`config.mk`:
```
export PLATFORM = sky130hd
export DESIGN_NAME = fix_unsigned_pipeline_div_flat
export DESIGN_NICKNAME = d
export VERILOG_FILES = /design/src/rtl/fix_unsigned_pipeline_div_if.sv /design/src/rtl/fix_unsigned_pipeline_div.sv /design/src/flat_wrapper.sv
export SDC_FILE = /design/constraint.sdc
export NUM_CORES = 2
export LEC_CHECK = 0
export BUFFER_PORTS_ARGS = -buffer_cell sky130_fd_sc_hd__buf_4
export CAP_MARGIN = 40
export CORE_MARGIN = 10
export CORE_UTILIZATION = 65
export DETAILED_ROUTE_END_ITERATION = 7
export PLACE_DENSITY = 0.82
export SLEW_MARGIN = 10
export SYNTH_ARGS = -nofsm -noshare
export SYNTH_HDL_FRONTEND = slang
export SYNTH_SLANG_ARGS = --single-unit
```
`constraint.sdc`:
```
create_clock -name clk -period 31.3 [get_ports clk]
set_input_delay 0 -clock clk [delete_from_list [all_inputs] [get_ports clk]]
set_output_delay 0 -clock clk [all_outputs]
set_load 0.02 [all_outputs]
```
`src/rtl/fix_unsigned_pipeline_div_if.sv`:
```
// Operand/result bundle for fix_unsigned_pipeline_div.
// div_by_zero exists only when DIV_ZERO_FLAG_EN is defined.
interface fix_unsigned_pipeline_div_if #(
    parameter int WIDTH_dividend = 16,
    parameter int WIDTH_divisor  = 16
);
    logic                      valid;
    logic [WIDTH_dividend-1:0] dividend;
    logic [WIDTH_divisor-1:0]  divisor;
    logic                      ready;
    logic [WIDTH_dividend-1:0] quotient;
    logic [WIDTH_divisor-1:0]  remainder;
`ifdef DIV_ZERO_FLAG_EN
    logic                      div_by_zero;

    modport master (output valid, dividend, divisor,
                    input  ready, quotient, remainder, div_by_zero);
    modport slave  (input  valid, dividend, divisor,
                    output ready, quotient, remainder, div_by_zero);
`else
    modport master (output valid, dividend, divisor,
                    input  ready, quotient, remainder);
    modport slave  (input  valid, dividend, divisor,
                    output ready, quotient, remainder);
`endif
endinterface

```
`src/rtl/fix_unsigned_pipeline_div.sv`:
```
// Fully pipelined restoring divider: one quotient bit per stage, MSB first.
// Optional macro DIV_ZERO_FLAG_EN adds a pipelined divide-by-zero flag.
module fix_unsigned_pipeline_div #(
    parameter int WIDTH_dividend = 16,
    parameter int WIDTH_divisor  = 16
) (
    input  logic                          clk,
    input  logic                          rst,
    fix_unsigned_pipeline_div_if.slave    bus
);
    localparam int WN = WIDTH_dividend;
    localparam int WD = WIDTH_divisor;

    // Returns {quotient bit, next partial remainder}.
    function automatic logic [WD:0] restore_step(
        input logic [WD-1:0] rem_in,
        input logic          bit_in,
        input logic [WD-1:0] dsr
    );
        logic [WD:0] partial;
        logic [WD:0] dsr_ext;
        logic        ge;
        partial = {rem_in, bit_in};
        dsr_ext = {1'b0, dsr};
        ge      = (partial >= dsr_ext);
        restore_step = ge ? {1'b1, WD'(partial - dsr_ext)} : {1'b0, partial[WD-1:0]};
    endfunction

    for (genvar k = 0; k < WN; k++) begin : g_stage
        logic          w_vld_in;
        logic [WN-1:0] w_dvd_in;
        logic [WD-1:0] w_dsr_in;
        logic [WN-1:0] w_quo_in;
        logic [WD-1:0] w_rem_in;
        logic [WD:0]   w_step;

        logic          r_vld_p;
        logic [WN-1:0] r_quo_p;
        logic [WD-1:0] r_rem_p;
`ifdef DIV_ZERO_FLAG_EN
        logic          w_dz_in;
        logic          r_dz_p;
`endif

        if (k == 0) begin : g_src
            assign w_vld_in = bus.valid;
            assign w_dvd_in = bus.dividend;
            assign w_dsr_in = bus.divisor;
            assign w_quo_in = '0;
            assign w_rem_in = '0;
`ifdef DIV_ZERO_FLAG_EN
            assign w_dz_in  = (bus.divisor == '0);
`endif
        end else begin : g_src
            assign w_vld_in = g_stage[k-1].r_vld_p;
            assign w_dvd_in = g_stage[k-1].g_carry.r_dvd_p;
            assign w_dsr_in = g_stage[k-1].g_carry.r_dsr_p;
            assign w_quo_in = g_stage[k-1].r_quo_p;
            assign w_rem_in = g_stage[k-1].r_rem_p;
`ifdef DIV_ZERO_FLAG_EN
            assign w_dz_in  = g_stage[k-1].r_dz_p;
`endif
        end

        assign w_step = restore_step(w_rem_in, w_dvd_in[WN-1], w_dsr_in);

        // Stage k boundary: valid always advances, data loads only on valid.
        always_ff @(posedge clk or posedge rst) begin
            if (rst) begin
                r_vld_p <= 1'b0;
                r_quo_p <= '0;
                r_rem_p <= '0;
`ifdef DIV_ZERO_FLAG_EN
                r_dz_p  <= 1'b0;
`endif
            end else begin
                r_vld_p <= w_vld_in;
                if (w_vld_in) begin
                    r_quo_p <= w_quo_in | (WN'(w_step[WD]) << (WN-1-k));
                    r_rem_p <= w_step[WD-1:0];
`ifdef DIV_ZERO_FLAG_EN
                    r_dz_p  <= w_dz_in;
`endif
                end
            end
        end

        // The last stage has no successor, so operands stop one stage early.
        if (k < WN-1) begin : g_carry
            logic [WN-1:0] r_dvd_p;
            logic [WD-1:0] r_dsr_p;
            always_ff @(posedge clk or posedge rst) begin
                if (rst) begin
                    r_dvd_p <= '0;
                    r_dsr_p <= '0;
                end else if (w_vld_in) begin
                    r_dvd_p <= w_dvd_in << 1;
                    r_dsr_p <= w_dsr_in;
                end
            end
        end
    end

    assign bus.ready    = g_stage[WN-1].r_vld_p;
    assign bus.quotient = g_stage[WN-1].r_quo_p;
`ifdef DIV_ZERO_FLAG_EN
    assign bus.remainder   = g_stage[WN-1].r_dz_p ? '0 : g_stage[WN-1].r_rem_p;
    assign bus.div_by_zero = g_stage[WN-1].r_dz_p;
`else
    assign bus.remainder   = g_stage[WN-1].r_rem_p;
`endif

endmodule

```
`src/flat_wrapper.sv`:
```
// flat-port wrapper written by rule: the top's interface ports become plain ports
module fix_unsigned_pipeline_div_flat 
#(
    parameter int WIDTH_dividend = 16,
    parameter int WIDTH_divisor  = 16
)
  (clk, rst, bus_valid, bus_dividend, bus_divisor, bus_ready, bus_quotient, bus_remainder);
  fix_unsigned_pipeline_div_if #(.WIDTH_dividend(WIDTH_dividend), .WIDTH_divisor(WIDTH_divisor)) bus_i ();
  input  logic clk;
  input  logic rst;
  input wire logic [$bits(bus_i.valid)-1:0] bus_valid;
  input wire logic [$bits(bus_i.dividend)-1:0] bus_dividend;
  input wire logic [$bits(bus_i.divisor)-1:0] bus_divisor;
  output wire logic [$bits(bus_i.ready)-1:0] bus_ready;
  output wire logic [$bits(bus_i.quotient)-1:0] bus_quotient;
  output wire logic [$bits(bus_i.remainder)-1:0] bus_remainder;
  assign bus_i.valid = bus_valid;
  assign bus_i.dividend = bus_dividend;
  assign bus_i.divisor = bus_divisor;
  assign bus_ready = bus_i.ready;
  assign bus_quotient = bus_i.quotient;
  assign bus_remainder = bus_i.remainder;
  fix_unsigned_pipeline_div #(.WIDTH_dividend(WIDTH_dividend), .WIDTH_divisor(WIDTH_divisor)) u_core (.clk(clk), .rst(rst), .bus(bus_i));
endmodule
```
==> impl_metrics.ini <==
[status]
status = complete, no violations

[cells_and_area]
multi_input_comb_area_mm2 = 0.0203
final.fill_count = 4377
nNetsFinal = 4642
antenna-diode-count = 0
drive_gt1_frac = 0.129
most-common-layout-cells = dfrtp_1 (754), o21ai_0 (395), nor2_1 (378)
layout_commonest_cell = dfrtp_1
syn2layout_area_growth_pct = 12.0
seq_area_mm2 = 0.0192
fin_util = 0.736

[sta]
slew_violations = 0
setup_ws_ps = 27710
max_freq_mhz = 279
worst_clock_skew_ps = 26.1
timing.final.crit_share = 0.115
rsz0062_at_grt = false
fin_hold_ws_ps = 158
tightest_slew_ps = 920
hold_viol_final = 0
layout_min_cycle_time_ps = 3590
tns_ps = 0
setup_violations = 0
max_slew_margin = 0.385

[floorplan]
fp.dieArea_mm2 = 0.0743
start_util = 0.657
ios = 68
fp.dieH_um = 273
core_region_area_mm2 = 0.0631
die_w_um = 273
rows = 92

[global_route]
antenna_found_initial = 0
overflow = 0
grt_max_degree = 85
grtUsageMet3 = 0.0348
met1_usage = 0.311
met2_usage = 0.479
grt_pass1_vias = 32400
grt-busiest-layer = met2
track_usage = 0.267
grt_pass1_wl_mm = 164

[placement]
gp_congestion = 0.937
pre_cts_ws_ps = 27770
port_buffers = 67
hpwl_mm = 68.5

[synthesis]
synth_compound_area_frac = 0.161
yosys.area_share.simple = 0.112
seq_area_frac_synth = 0.463
synthXorXnorAreaFrac = 0.0332
synthAdderAreaFrac = 0.0803
synthMuxAreaShare = 0.102
yosys_most_used_dff = dfrtp_1
ys_types = 84
syn_area_per_cell_um2 = 9.76
synth_nets = 4542
async_flop_share = 1.00
synth-seq-cells = 768
ys_warn_count = 0
synth_edf_count = 0
synth_top_family_by_area = compound AO/OA/AOI/OAI gates
synthCells = 4250
syn-cell-area_mm2 = 0.0415

[routing]
drt_wl_total_mm = 99.3
wl_per_cell_um = 18.9
drt_first_pass_iters = 5
dr.first_iter.drc_count = 2319
ant_nets = 0
vias = 31700
viasPerCell = 6.03
drc = 0

[power]
power.leakage_uw = 0.0208
power_uw = 4840
power_density_mw_per_mm2 = 104
ir_worst_vdd_mv = 0.0579

[setup_path]
cp-start-kind = register
critPathMaxStageDelay_ps = 500
crit_chain = inv_1 -> ha_1 -> nor2b_1 -> o31a_1 -> o21ai_0 -> a21oi_1 -> o41ai_2 -> o21ai_2 -> a21boi_2 -> buf_4 -> mux2_2 -> mux2_2
timing.rr.start = u_core.g_stage[3].g_carry.r_dsr_p[1]
endpoint_kind = register
arrival_ps = 4110
crit_type = register to register
slowest_stage = a21boi_2
worstPathRequired_ps = 31820
worstSetupStartpoint = u_core.g_stage[3].g_carry.r_dsr_p[1]
cp_max_fo = 12
cpMostUsedCell = mux2_2

[clocking]
insertion_delay_ps = 650
path_clk_slew_ps = 60
clock_path_buffers = 3
clock_tree.root_cell = clkbuf_16
postCtsSetupBuffers = 0
cts_hold_buf = 79
cts_resized = 0
numCtsBuffers = 80
cts_sinks = 768
cts_max_level = 3
cts_tree = done

[worst_hold_path]
worstHoldPathType = input pin to register
holdCritStartpoint = bus_dividend[1]

[run]
cap_violations = 0
[cell type report]
class                      instances  area share
clock buffer                     109      0.0487
clock inverter                    37     0.00946
inverter                         336      0.0273
multi-input combinational       2971       0.437
sequential                       768       0.414
tap                              846      0.0228
timing repair buffer             193      0.0403
[registers in the layout, summed over array words and instances (netlist names), 6 cells and up]
| register | cells |
|---|---|
| u_core.g_stage.w_quo_in | 10 |
| u_core.g_stage.w_dsr_in | 16 |
| u_core.g_stage.r_rem_p | 224 |
| u_core.g_stage.w_rem_in | 16 |
| u_core.g_stage.g_carry.r_dvd_p | 114 |
| u_core.g_stage.r_quo_p | 110 |
| u_core.g_stage.w_dvd_in | 6 |
| u_core.bus.remainder | 16 |
| u_core.g_stage.r_vld_p | 14 |
| u_core.g_stage.g_carry.r_dsr_p | 224 |
| u_core.bus.quotient | 16 |
[cells in the mapped netlist, types with 10 or more instances]
library cell,n,area share
nor3_1,44,0.0053
o21a_1,34,0.0062
o31a_1,21,0.0044
a211oi_1,17,0.0031
a2111oi_0,11,0.0023
buf_2,16,0.0019
nand3_1,45,0.0054
clkbuf_1,143,0.013
o21ai_0,395,0.048
a21boi_0,16,0.0029
a31oi_1,39,0.0059
xnor2_1,93,0.020
a21o_1,73,0.013
or2_2,10,0.0015
fa_1,15,0.0072
mux2i_1,124,0.030
mux2_2,264,0.072
o41ai_1,10,0.0021
o21bai_1,14,0.0025
and3_1,21,0.0032
nor2_1,378,0.034
nand2b_1,29,0.0044
and4_1,10,0.0021
a21oi_1,373,0.045
o31ai_1,10,0.0018
a211o_1,10,0.0021
nand4_1,26,0.0039
dfrtp_1,768,0.46
nand2_1,367,0.033
xor2_1,64,0.014
ha_1,242,0.073
inv_1,336,0.030
or3_1,20,0.0030
nor2b_1,64,0.0097
[kinds of logic after synthesis]
group / count (synthesis)
buffers and inverters: 511
AOI/OAI and AO/OA: 1120
adders and majority gates: 257
xor gates and xnor gates: 157
muxes: 389
and+or+nand+nor: 1048
DFF: 768
[worst max-delay path: cells and delay by family (launching register included)]
family,cells,cell delay (ps)
AOI/OAI and AO/OA,6,1620
adders and majority gates,1,310
buffers and inverters,2,400
DFF,1,390
muxes,2,610
and+or+nand+nor,1,150
[through the flow]
stage / area (um^2) / instances
floorplan: 41500 / 4250
global placement: 42600 / 5020
detailed placement: 42900 / 5033
CTS: 46400 / 5258
global route: 46400 / 5260
finish: 46400 / 5260
[path summary, 6_finish.rpt]
check	endpoint	cells past startpoint	slack (ps)
min reg2reg	u_core.g_stage[11].r_vld_p	0	450
min in group asynchronous	u_core.g_stage[0].r_rem_p[12]	4	530
min	u_core.g_stage[0].g_carry.r_dvd_p[2]	3	160
max reg2reg	u_core.g_stage[4].r_rem_p[4]	12	27710
max	u_core.g_stage[4].r_rem_p[4]	12	27710
max in group asynchronous	u_core.g_stage[10].g_carry.r_dvd_p[15]	9	28310
[routing by layer]
metal  share of wire  vias to the layer above
li1                -                    15000
met5               0                        -
met4           0.050                        0
met1            0.40                    15500
met2            0.52                      870
met3           0.037                      335
[report_power, final]
group	switching (uW)	internal [uW]
clock	415	555
sequential	258	1310
combinational	1270	1030
Power figures use the tool's default switching activity.
